`src/rtl/uart_mmio_pkg.sv`:
```
// Shared constants, types and helpers for the memory-mapped console UART.
//   UART_BASE      : default 8-byte-aligned register window base
//   UART_THR_OFF   : byte offset of THR (write) / RBR (read)
//   UART_LSR_OFF   : byte offset of the read-only line status register
//   LSR_*_BIT      : bit positions inside the LSR byte
//   lsr_byte()     : assembles the LSR byte from FIFO status
package uart_mmio_pkg;

  localparam logic [63:0] UART_BASE    = 64'h0000_0000_a000_03f8;
  localparam logic [2:0]  UART_THR_OFF = 3'd0;
  localparam logic [2:0]  UART_LSR_OFF = 3'd5;

  localparam int unsigned LSR_DR_BIT   = 0;  // receive data ready
  localparam int unsigned LSR_THRE_BIT = 5;  // transmit holding register has room
  localparam int unsigned LSR_TEMT_BIT = 6;  // transmitter fully drained

  typedef logic [7:0] uart_byte_t;

  // Data-ready is hard-wired: the harness reports "no character" as 0xff instead.
  function automatic uart_byte_t lsr_byte(input logic empty, input logic full);
    uart_byte_t b;
    b               = '0;
    b[LSR_DR_BIT]   = 1'b1;
    b[LSR_THRE_BIT] = ~full;
    b[LSR_TEMT_BIT] = empty;
    return b;
  endfunction

endpackage

```
`src/rtl/uart_mmio_sync_fifo.sv`:
```
// Single-clock FIFO with registered occupancy count.
//   clk, rst : clock, asynchronous active-high reset (empties the FIFO)
//   push/din : write din when not full
//   pop/dout : dout shows the head; pop advances it when not empty
//   full, empty, count : status derived from the registered count
module sync_fifo #(
  parameter int unsigned WIDTH = 8,
  parameter int unsigned DEPTH = 8
) (
  input  logic                       clk,
  input  logic                       rst,
  input  logic                       push,
  input  logic                       pop,
  input  logic [WIDTH-1:0]           din,
  output logic [WIDTH-1:0]           dout,
  output logic                       full,
  output logic                       empty,
  output logic [$clog2(DEPTH):0]     count
);

  localparam int unsigned AW = $clog2(DEPTH);
  localparam int unsigned CW = AW + 1;

  logic [WIDTH-1:0] mem [DEPTH];
  logic [AW-1:0]    wr_ptr;
  logic [AW-1:0]    rd_ptr;
  logic             push_ok;
  logic             pop_ok;

  assign full    = (count == CW'(DEPTH));
  assign empty   = (count == '0);
  assign push_ok = push & ~full;
  assign pop_ok  = pop & ~empty;
  assign dout    = mem[rd_ptr];

  // Pointers wrap naturally because DEPTH is a power of two.
  always_ff @(posedge clk or posedge rst) begin
    if (rst) begin
      wr_ptr <= '0;
      rd_ptr <= '0;
      count  <= '0;
    end else begin
      if (push_ok) wr_ptr <= wr_ptr + AW'(1);
      if (pop_ok)  rd_ptr <= rd_ptr + AW'(1);
      case ({push_ok, pop_ok})
        2'b10:   count <= count + CW'(1);
        2'b01:   count <= count - CW'(1);
        default: count <= count;
      endcase
    end
  end

  // Storage needs no reset: entries are only visible between the pointers.
  always_ff @(posedge clk) begin
    if (push_ok) mem[wr_ptr] <= din;
  end

endmodule

```
`src/rtl/uart_mmio.sv`:
```
// Memory-mapped console UART beside the mem stage.
//   clk, rst              : clock, asynchronous active-high reset
//   wen/waddr/wdata/wmask : mem-stage store (data and mask already lane-shifted)
//   ren/raddr/rdata       : mem-stage load; rdata is combinational
//   hit                   : current access targets the UART window
//   stall                 : THR store refused because the TX FIFO is full
//   uart_out_valid/_ch    : one-cycle character strobe towards the harness
//   uart_in_valid/_ch     : getc request and harness reply (0xff = none)
//   tx_cnt                : running count of emitted characters
module uart_mmio
  import uart_mmio_pkg::*;
#(
  parameter logic [63:0] BASE  = UART_BASE,
  parameter int unsigned DEPTH = 8,
  parameter int unsigned DIV   = 1
) (
  input  logic        clk,
  input  logic        rst,
  input  logic        wen,
  input  logic [63:0] waddr,
  input  logic [63:0] wdata,
  input  logic [63:0] wmask,
  input  logic        ren,
  input  logic [63:0] raddr,
  output logic [63:0] rdata,
  output logic        hit,
  output logic        stall,
  output logic        uart_out_valid,
  output logic [7:0]  uart_out_ch,
  output logic        uart_in_valid,
  input  logic [7:0]  uart_in_ch,
  output logic [31:0] tx_cnt
);

  localparam int unsigned CW  = $clog2(DEPTH) + 1;
  localparam int unsigned PCW = (DIV > 1) ? $clog2(DIV) : 1;

  logic            whit;
  logic            rhit;
  logic [2:0]      woff;
  logic [2:0]      roff;
  logic            thr_wr;
  logic            push;
  logic            pop;
  logic            full;
  logic            empty;
  logic [CW-1:0]   count;
  uart_byte_t      head;
  uart_byte_t      lsr;
  logic [PCW-1:0]  pc;

  // Only the THR lane byte and bit 7 of its mask are meaningful.
  logic unused_bits;
  assign unused_bits = ^{wdata[63:8], wmask[63:8], wmask[6:0]};

  // Address decode.
  assign whit = (waddr[63:3] == BASE[63:3]);
  assign rhit = (raddr[63:3] == BASE[63:3]);
  assign woff = waddr[2:0];
  assign roff = raddr[2:0];
  assign hit  = (wen & whit) | (ren & rhit);

  // A THR write is accepted or stalled on the registered full flag only.
  assign thr_wr = wen & whit & (woff == UART_THR_OFF) & wmask[7];
  assign push   = thr_wr & ~full;
  assign stall  = thr_wr & full;

  assign pop = (pc == '0) & ~empty;

  assign lsr           = lsr_byte(count == '0, count == CW'(DEPTH));
  assign uart_in_valid = ren & rhit & (roff == UART_THR_OFF);

  // Load data mux: RBR in byte 0, LSR in its own lane at offsets 0 and 5.
  always_comb begin
    rdata = '0;
    if (rhit) begin
      if (roff == UART_THR_OFF) rdata[7:0] = uart_in_ch;
      if (roff == UART_THR_OFF || roff == UART_LSR_OFF) rdata[47:40] = lsr;
    end
  end

  sync_fifo #(
    .WIDTH (8),
    .DEPTH (DEPTH)
  ) u_tx_fifo (
    .clk   (clk),
    .rst   (rst),
    .push  (push),
    .pop   (pop),
    .din   (wdata[7:0]),
    .dout  (head),
    .full  (full),
    .empty (empty),
    .count (count)
  );

  // Drain pacing: one character per DIV cycles, character held between strobes.
  always_ff @(posedge clk or posedge rst) begin
    if (rst) begin
      pc             <= '0;
      uart_out_valid <= 1'b0;
      uart_out_ch    <= '0;
      tx_cnt         <= '0;
    end else begin
      uart_out_valid <= pop;
      if (pop) begin
        uart_out_ch <= head;
        pc          <= PCW'(DIV - 1);
        tx_cnt      <= tx_cnt + 32'd1;
      end else if (pc != '0) begin
        pc <= pc - PCW'(1);
      end
    end
  end

endmodule

```
`config.mk`:
```
export PLATFORM = sky130hd
export DESIGN_NAME = uart_mmio
export DESIGN_NICKNAME = d
export VERILOG_FILES = /design/src/rtl/uart_mmio_pkg.sv /design/src/rtl/uart_mmio_sync_fifo.sv /design/src/rtl/uart_mmio.sv
export SDC_FILE = /design/constraint.sdc
export NUM_CORES = 1
export LEC_CHECK = 0
export CAP_MARGIN = 40
export CORE_AREA = 2 2 144 146
export DETAILED_ROUTE_END_ITERATION = 8
export DIE_AREA = 0 0 146 148
export DONT_BUFFER_PORTS = 1
export GPL_ROUTABILITY_DRIVEN = 0
export GPL_TIMING_DRIVEN = 0
export PLACE_DENSITY = 0.44
export SYNTH_ARGS = -nofsm -noshare
export SYNTH_HDL_FRONTEND = slang
export SYNTH_SLANG_ARGS = --single-unit
```
`constraint.sdc`:
```
create_clock -name clk -period 5.15 [get_ports clk]
set_clock_uncertainty 0.2 [all_clocks]
set_input_delay 0.7725 -clock clk [delete_from_list [all_inputs] [get_ports clk]]
set_output_delay 0.7725 -clock clk [all_outputs]
set_load 0.005 [all_outputs]
```
-- Word-level counts from Yosys, hierarchy flattened
Memory sizes are Yosys's and may differ from the RTL's. A register that Yosys moved wholly into a read port is not among the register bits.
Cells that the tools add are included.
Widths: inputs -> output; s select.
- bitwise operators: 14
- equality and inequality tests: 6
- reductions and logical operators: 5
- multiplexer cells: 9
- add/sub/neg operators: 6
- operator list (cell ; number):
    $eq 61x29->1 const B ; 2
    $add 32x1->32 const B ; 1
    $mux 8 ; 2
    $mux 7 ; 2
    $and 1x1->1 ; 10
    $pmux 4 s2 ; 1
    $add 3x1->3 const B ; 2
    $logic_not 3->1 ; 2
    $add 4x1->4 const B ; 1
    $eq 4x4->1 const B ; 1
    $logic_not 4->1 ; 1
    $mux 1 ; 4
    $sub 4x1->4 const B ; 1
    $eq 3x3->1 const B ; 1
    $not 1->1 ; 3
    $eq 2x1->1 const B ; 1
    $eq 2x2->1 const B ; 1
    $reduce_bool 2->1 ; 1
    $logic_or 1x1->1 ; 1
    $or 1x1->1 ; 1
    $sub 1x1->1 const B ; 1
- RAM bits: 64
- word-level logic and storage cells: 47
- input bits: 268
- flip-flop bits (word level): 44
- output and inout bits: 108
- memories kept: 1
- memories (name ; depth ; bits a word ; rd ports ; clocked after Yosys merged registers in ; wr ports ; RTL line ; text):
    u_tx_fifo.mem ; 8 ; 8 ; 1 ; 1 ; 1 ; uart_mmio_sync_fifo.sv:24 ; logic [WIDTH-1:0] mem [DEPTH];

-- Logic depth before layout (Yosys ltp)
Gate-level depths: netlist (run 1).
- depth in word-level cells: 8
- depth in mapped cells: 12

-- Hierarchy
From an unflattened synthesis (run 1), not the netlist that was laid out.
- cells, all modules: 436
- area, all modules: 5903.2 um^2
- by module, submodules not included (module ; area each (um^2) ; cells an instance ; instances):
    sync_fifo ; 3135.5 ; 161 ; 1
    uart_mmio ; 2767.7 ; 275 ; 1

-- Worst setup path after synthesis (run 1)
OpenSTA, ideal clock, no wires.
- kind: input port to flip-flop
- from: input port waddr[21]
- to: register u_tx_fifo.count[2]
- stages on the path: 11
- setup time: 0.129 ns
- arrival: 2.776 ns
- path buffers: 0
- path slack: 2.046 ns
- required time: 4.821 ns
- cell sequence: nor4b_1 -> nand4_1 -> nor4_4 -> nand2_2 -> ha_1 -> xor2_1 -> ha_1 -> a21oi_1 -> xor2_1 -> nor2_1 -> xor2_1
- longest elaborated chain between the ends: 8
- RTL lines (element ; RTL line ; text):
    start: declaration ; uart_mmio.sv:20 ; input logic [63:0] waddr,
    $eq 61x29->1 (*) ; uart_mmio.sv:57 ; assign whit = (waddr[63:3] == BASE[63:3]);
    $and 1x1->1 (*) (3 in series) ; uart_mmio.sv:64 ; assign thr_wr = wen & whit & (woff == UART_THR_OFF) & wmask[7];
    $and 1x1->1 (*) ; uart_mmio.sv:65 ; assign push = thr_wr & ~full;
    $and 1x1->1 (*) ; uart_mmio_sync_fifo.sv:32 ; assign push_ok = push & ~full;
    $eq 2x1->1 / $eq 2x2->1 (equally long branches) ; uart_mmio_sync_fifo.sv:45 ; case ({push_ok, pop_ok})
    $pmux 4 s2 / $reduce_bool 2->1 (equally long branches) ; - ;
    end signal: assignment ; uart_mmio_sync_fifo.sv:46 ; 2'b10: count <= count + CW'(1);
    end signal: assignment ; uart_mmio_sync_fifo.sv:47 ; 2'b01: count <= count - CW'(1);
    end signal: assignment ; uart_mmio_sync_fifo.sv:48 ; default: count <= count;
    end: declaration ; uart_mmio_sync_fifo.sv:18 ; output logic [$clog2(DEPTH):0] count
Mark *: on every way between the ends. The rest lies on a longest branch, timed or not.
A chain may end at the register's enable or synchronous reset.

-- Worst setup path after layout (run 1)
- from: input port raddr[44]
- to: output port rdata[5]
- longest elaborated chain between the ends: 2
- RTL lines (element ; RTL line ; text):
    start: declaration ; uart_mmio.sv:24 ; input logic [63:0] raddr,
    $eq 61x29->1 ; uart_mmio.sv:58 ; assign rhit = (raddr[63:3] == BASE[63:3]);
    $mux 8 ; uart_mmio.sv:76 ; if (rhit) begin
    end: declaration ; uart_mmio.sv:25 ; output logic [63:0] rdata,
Every way passes these cells.

==> results of run 1 <==
==> final cells by class <==
cell class / count / area, um^2 / area share, %
multi-input combinational: 284 / 2080 / 30.9
clock inverter: 15 / 145 / 2.16
antenna: 1 / 2.50 / 0.0372
buffer: 63 / 442 / 6.57
inverter: 4 / 15.0 / 0.223
tap: 270 / 338 / 5.02
sequential: 115 / 3200 / 47.5
timing repair buffer: 9 / 80.1 / 1.19
clock buffer: 17 / 425 / 6.32
==> layer usage <==
layer	routed length (um)	part of all wire (%)	track usage, %	vias up
met2	6700	48	20.2	118
met5	0	0	0	-
li1	-	-	-	1590
met4	114	0.81	3.74	0
met3	1050	7.4	5.00	11
met1	6230	44	17.1	1764
==> critical path, cell delays in order <==
cell     delay, ns
nor4_1        0.31
nand4_1       0.16
nor4_2        0.41
nor4b_4       0.42
and2_1        0.25
==> kinds of logic after synthesis <==
group	after synthesis	share of synthesized area, %
other	1	0.0678
adders and majority gates	6	1.36
AOI/OAI and AO/OA	13	1.20
muxes	26	8.44
buffers and inverters	67	8.26
xor gates and xnor gates	41	6.49
and+or+nand+nor	145	16.4
DFF	115	57.8
==> layout by cell type (no fill, tap or decap), drive strengths merged, types with 3 or more instances in the layout <==
master	count
a21oi	3
and2	11
and3	5
and4	7
buf	69
clkbuf	20
clkinv	6
conb	53
dfrtp	51
edfxtp	64
ha	6
inv	11
mux2i	8
mux4	16
nand2	33
nand2b	4
nand3	12
nand3b	3
nand4	17
nor2	11
nor3	6
nor4	23
nor4b	8
o21ai	9
xnor2	32
xor2	9
==> sequential cells by signal (all words and copies together), names as in the netlist <==
signal / cells
tx_cnt: 32
uart_out_ch: 8
u_tx_fifo.rd_ptr: 3
u_tx_fifo.count: 4
u_tx_fifo.mem: 64
uart_out_valid: 1
u_tx_fifo.wr_ptr: 3
==> power by group through the flow <==
stage / clock network (W) / logic (W) / registers (W)
finish: 0.00113 / 0.0000585 / 0.000974
global route: 0.00119 / 0.0000654 / 0.000973
CTS: 0.00115 / 0.0000571 / 0.000974
detailed placement: 0 / 0.0000571 / 0.000992
global placement: 0 / 0.0000546 / 0.000992
floorplan: 0 / 0.0000510 / 0.000992
==> worst min path at each step <==
stage | startpoint | to | slack (ns) | depth (start not counted)
6_report | rst | uart_out_ch[3] | 0.12 | 1
5_1_grt | rst | uart_out_valid | 0.16 | 1
4_1_cts | rst | uart_out_valid | 0.13 | 1
3_5_place_dp | tx_cnt[31] | tx_cnt[31] | 0.29 | 1
3_3_place_gp | tx_cnt[31] | tx_cnt[31] | 0.29 | 1
2_1_floorplan | tx_cnt[31] | tx_cnt[31] | 0.27 | 1
==> stage by stage <==
step / cell area (um^2) / utilization, % / total power, W / hold WS, ns
floorplan: 5730 / - / 0.00104 / 0.268
detailed placement: 6150 / 30.7 / 0.00105 / 0.292
global route: 6730 / 33.6 / 0.00223 / 0.161
CTS: 6720 / 33.6 / 0.00218 / 0.131
global placement: 6060 / 30.3 / 0.00105 / 0.293
finish: 6730 / 33.6 / 0.00216 / 0.119
==> results.sh, run 1 <==
export IMPL_status="finished clean"
export IMPL_combPwrFrac_pct=2.7
export IMPL_antenna_found_initial=1
export IMPL_num_rows=52
export IMPL_min_period_over_period_pct=64.1
export IMPL_slew_headroom_pct=40.4
export IMPL_drc_errors=0
export IMPL_fin_tns_setup_ns=0
export IMPL_post_route_min_period_ns=3.30
export IMPL_cp_max_fo=8
export IMPL_hpwl_um=11100
export IMPL_design_core_area_um2=20000
export IMPL_area_growth_pct=21.6
export IMPL_num_io_pins=376
export IMPL_p_leak_nw=2.71
export IMPL_clock_latency_ns=0.41
export IMPL_final_antenna_net_count=0
export IMPL_fillCellCount=2016
export IMPL_seqPwrFrac_pct=45.1
export IMPL_clock_root_buffer="clkbuf_16"
export IMPL_yosysUniqueCellTypes=41
export IMPL_die_h_um=148
export IMPL_grt_pass1_wl_um=21100
export IMPL_fin_cells=778
export IMPL_fmax_ghz=0.303
export IMPL_clk_pin_slew_worst_paths_ns=0.06
export IMPL_dieWidth_um=146
export IMPL_start_util_pct=27.6
export IMPL_reg2reg_to="u_tx_fifo.count[2]"
export IMPL_maxCapViolCount=0
export IMPL_r2r_start="u_tx_fifo.count[1]"
export IMPL_slew_violations=0
export IMPL_layout_nets=768
export IMPL_cp_required_ns=4.18
export IMPL_dieArea_um2=21600
export IMPL_avgSynthCellArea_um2=13.4
export IMPL_p_int_w=0.00168
export IMPL_hold_violations=0
export IMPL_synth_edf_count=64
export IMPL_routed_wl_um=14100
export IMPL_synth_seq_cells=115
export IMPL_worst_setup_path_start_kind="input port"
export IMPL_tightest_slew_ns=0.882
export IMPL_final_layout_size_suffix_gt1_share_pct=25.6
export IMPL_yosysWarnings=0
export IMPL_endpoint="rdata[5]"
export IMPL_gr_total_overflow=0
export IMPL_hp_class="in2async"
export IMPL_grt_max_degree=27
export IMPL_post_synth_top_count_cell="edfxtp_1"
export IMPL_wl_per_cell_um=18.1
export IMPL_netlist_area_um2=5530
export IMPL_cts_buffers=17
export IMPL_clockPowerShare_pct=52.2
export IMPL_cts_sinks=115
export IMPL_power_density_nw_per_um2=321
export IMPL_vias=3483
export IMPL_synth_area_top_cells="edfxtp_1, dfrtp_1, buf_4"
export IMPL_r2r_cells=12
export IMPL_yosysTopAreaCellShare_pct=34.8
export IMPL_vdd_ir_drop_worst_mv=0.245
export IMPL_crit_type="in2out"
export IMPL_r2r_setup_slack_ns=2.43
export IMPL_dr_pass1_iters=4
export IMPL_grtUsageTotal_pct=13.0
export IMPL_ys_flop_type="edfxtp_1"
export IMPL_grt_pass1_vias=3391
export IMPL_post_place_ws_ns=1.59
export IMPL_dpl_cell_count=745
export IMPL_ys_seq_area_share_pct=57.8
export IMPL_drt_initial_drc_count=181
export IMPL_swShare_pct=22.1
export IMPL_hold_buffers=0
export IMPL_synth_cells=414
export IMPL_endpoint_kind="output port"
export IMPL_synthTopCellsByCount="edfxtp_1, buf_4, dfrtp_1"
export IMPL_switchingPower_w=0.000476
export IMPL_synth_top_area_cell="edfxtp_1"
export IMPL_cts_setup_buffers=0
export IMPL_startpoint="raddr[44]"
export IMPL_fin_ws_ns=1.85
export IMPL_async_reset_ff_share_pct=44.3
export IMPL_cp_arrival_ns=2.33
export IMPL_clockBufferDepth=2
export IMPL_io_buffer_count=0
export IMPL_finalSetupViolCount=0
export IMPL_cts_resized=0
export IMPL_rsz0062_at_grt="no"
export IMPL_via_per_inst=4.48
export IMPL_htreeDepth=4
export IMPL_cts_tree="yes"
No activity file was read; power rests on OpenSTA's default activity.
==> run 2: changes to the inputs <==
--- a/config.mk
+++ b/config.mk
@@ -5,6 +5,7 @@
 export SDC_FILE = /design/constraint.sdc
 export NUM_CORES = 1
 export LEC_CHECK = 0
+export ABC_AREA = 1
 export CAP_MARGIN = 40
 export CORE_AREA = 2 2 144 146
 export DETAILED_ROUTE_END_ITERATION = 8
@@ -12,7 +13,7 @@
 export DONT_BUFFER_PORTS = 1
 export GPL_ROUTABILITY_DRIVEN = 0
 export GPL_TIMING_DRIVEN = 0
-export PLACE_DENSITY = 0.44
+export PLACE_DENSITY = 0.5
 export SYNTH_ARGS = -nofsm -noshare
 export SYNTH_HDL_FRONTEND = slang
 export SYNTH_SLANG_ARGS = --single-unit
==> constraint.sdc (replaced) <==
create_clock -name clk -period 3 [get_ports clk]
set_clock_uncertainty 0.2 [all_clocks]
set_input_delay 0.45 -clock clk [delete_from_list [all_inputs] [get_ports clk]]
set_output_delay 0.45 -clock clk [all_outputs]
set_load 0.005 [all_outputs]
==> run 2 against run 1 <==
Against the previous run: non-clock buffer count grew 9; sequential power grew 71%; flip-flop and latch count is the same; register-to-register slack lost 2.1 ns; final area grew 14%; critical path type is now reg2reg; highest routed layer unchanged.
==> results.sh, run 2 <==
export IMPL_crit_type="reg2reg"
export IMPL_post_route_min_period_ns=2.64
export IMPL_ys_seq_area_share_pct=50.4
export IMPL_synthTopCellsByCount="nand2_1, nor2_1, inv_1"
export IMPL_cp_required_ns=3.08
export IMPL_grt_max_degree=34
export IMPL_num_rows=52
export IMPL_dieArea_um2=21600
export IMPL_min_period_over_period_pct=88.1
export IMPL_vdd_ir_drop_worst_mv=0.352
export IMPL_multiInputGateArea_um2=2580
export IMPL_routed_wl_um=15700
export IMPL_finalSetupViolCount=0
export IMPL_min_path_cells=3
export IMPL_antenna_found_initial=1
export IMPL_largest_reg_flops=64
export IMPL_cts_setup_buffers=0
export IMPL_cts_sinks=115
export IMPL_synth_top_area_cell="edfxtp_1"
export IMPL_fillCellCount=2057
export IMPL_r2r_cells=11
export IMPL_yosysTopAreaCellShare_pct=30.3
export IMPL_drt_initial_drc_count=240
export IMPL_dr_pass1_iters=4
export IMPL_async_reset_ff_share_pct=44.3
export IMPL_design_core_area_um2=20000
export IMPL_holdWs_ns=0.0536
export IMPL_post_synth_top_count_cell="nand2_1"
export IMPL_start_util_pct=31.7
export IMPL_vias=4545
export IMPL_clk_pin_slew_worst_paths_ns=0.05
export IMPL_synth_seq_cells=115
export IMPL_synth_edf_count=64
export IMPL_synth_cells=682
export IMPL_hp_class="in2reg"
export IMPL_grt_pass1_vias=4463
export IMPL_max_flop_register="u_tx_fifo.mem"
export IMPL_p_leak_nw=3.30
export IMPL_cp_max_fo=8
export IMPL_reg2reg_to="u_tx_fifo.count[3]"
export IMPL_ys_flop_type="edfxtp_1"
export IMPL_num_io_pins=376
export IMPL_yosysWarnings=0
export IMPL_drc_errors=0
export IMPL_area_growth_pct=20.5
export IMPL_grt_pass1_wl_um=24000
export IMPL_power_density_nw_per_um2=507
export IMPL_io_buffer_count=0
export IMPL_endpoint_kind="flip-flop"
export IMPL_rsz0062_at_grt="no"
export IMPL_final_antenna_net_count=0
export IMPL_cts_tree="yes"
export IMPL_yosysUniqueCellTypes=36
export IMPL_gr_total_overflow=0
export IMPL_clockBufferDepth=2
export IMPL_seq_area_um2=3200
export IMPL_wl_per_cell_um=14.9
export IMPL_avgSynthCellArea_um2=9.30
export IMPL_synth_area_top_cells="edfxtp_1, dfrtp_1, nand2_1"
export IMPL_layout_nets=1043
export IMPL_status="finished clean"
export IMPL_cts_resized=0
export IMPL_dieWidth_um=146
export IMPL_clock_root_buffer="clkbuf_16"
export IMPL_via_per_inst=4.32
export IMPL_hold_violations=0
export IMPL_htreeDepth=4
export IMPL_min_from="waddr[1]"
export IMPL_maxCapViolCount=0
export IMPL_grtUsageTotal_pct=14.7
export IMPL_worst_setup_path_start_kind="flip-flop"
export IMPL_hpwl_um=12000
export IMPL_hold_path_endpoint="u_tx_fifo.wr_ptr[1]"
export IMPL_cts_buffers=17
export IMPL_fin_tns_setup_ns=0
export IMPL_r2r_setup_slack_ns=0.36
export IMPL_tightest_slew_ns=0.829
export IMPL_final_cell_mix="nand2_1, nor2_1, inv_1"
export IMPL_layout_commonest_cell="nand2_1"
export IMPL_clock_latency_ns=0.41
export IMPL_die_h_um=148
export IMPL_slew_headroom_pct=44.5
export IMPL_top_regs="u_tx_fifo.mem x64, tx_cnt x32, uart_out_ch x8"
export IMPL_r2r_start="u_tx_fifo.count[0]"
export IMPL_netlist_area_um2=6340
export IMPL_slew_violations=0
export IMPL_fmax_ghz=0.378
export IMPL_cp_arrival_ns=2.73
export IMPL_final_layout_size_suffix_gt1_share_pct=17.9
run 2: cell types whose count changed after synthesis, sizes merged, moves of 10 or more:
cell / change
a21oi: +14
and2: -11
inv: +77
mux4: -16
nand2: +99
nand3: +17
nor2: +96
nor3: +10
nor4: -22
o211ai: +16
o21ai: +13
xnor2: -16
xor2: +12
run 2: power breakdown:
part | switching (W) | internal (W) | leakage [nW] | total (W)
logic | 0.0000759 | 0.0000735 | 1.75 | 0.000149
clock network | 0.000685 | 0.00137 | 0.295 | 0.00205
registers | 0 | 0.00167 | 1.26 | 0.00167
total | 0.000761 | 0.00311 | 3.30 | 0.00387
run 2: final cells by class:
cell class              count  area share, %
clock buffers              23           6.25
diodes                      1         0.0327
clock inverters             9           1.69
multi-input cells         471           33.7
repair buffers             16           2.08
well taps                 270           4.42
inverters                  83           4.07
plain buffers              65           5.89
flip-flops and latches    115           41.8
run 2: kinds of logic (layout without fill, tap and decap cells):
family	Yosys count	after routing	synth area share, %
simple gates	304	304	23.5
buf+inv	148	196	12.0
flops	115	115	50.4
compound gates	55	55	4.97
xor+xnor	37	37	5.34
mux	16	16	2.52
fa+ha+maj	6	6	1.18
other cells	1	54	0.0591
run 2: critical path, cell delays in order, from the launching register on:
cell     delay [ns]
dfrtp_1        0.42
nor2_2         0.19
inv_1          0.07
nor3_2         0.33
inv_1          0.20
nand3_4        0.18
ha_1           0.24
xor2_1         0.21
nand2_1        0.08
o21ai_0        0.14
nand3_1        0.10
xor2_1         0.15
run 2: worst max path at each step:
| stage | startpoint | end | slack [ns] |
|---|---|---|---|
| floorplan | waddr[27] | u_tx_fifo.count[2] | 0.60 |
| global placement | waddr[46] | u_tx_fifo.mem[2][6] | -0.02 |
| detailed placement | waddr[46] | u_tx_fifo.count[2] | 0.08 |
| CTS | u_tx_fifo.count[0] | u_tx_fifo.count[3] | 0.27 |
| global route | u_tx_fifo.count[0] | u_tx_fifo.count[2] | 0.07 |
| finish | u_tx_fifo.count[0] | u_tx_fifo.count[3] | 0.36 |
run 2: stage by stage:
stage	std cells	total power, W	instance area [um^2]	setup slack, ns	util (%)
6_report	1053	0.00387	7650	0.357	38.2
5_1_grt	1053	0.00400	7650	0.0708	38.2
4_1_cts	1052	0.00391	7640	0.274	38.1
3_5_place_dp	1011	0.00183	6950	0.0812	34.7
3_3_place_gp	1004	0.00183	6880	-0.0209	34.3
2_1_floorplan	734	0.00181	6540	0.598	-
run 2: timing repair:
| action | in CTS | in global routing |
|---|---|---|
| setup endpoints to repair | 0 | 0 |
| hold buffers | 9 | 0 |
| endpoints found under the hold margin | 82 | 0 |
run 2: routing by layer:
layer / GRT usage (%) / vias to the layer above / wire [um]
met5: 0 / - / 0
met2: 26.4 / 191 / 8110
met4: 5.29 / 0 / 265
met1: 17.1 / 2059 / 6280
met3: 3.80 / 17 / 1060
li1: - / 2278 / -
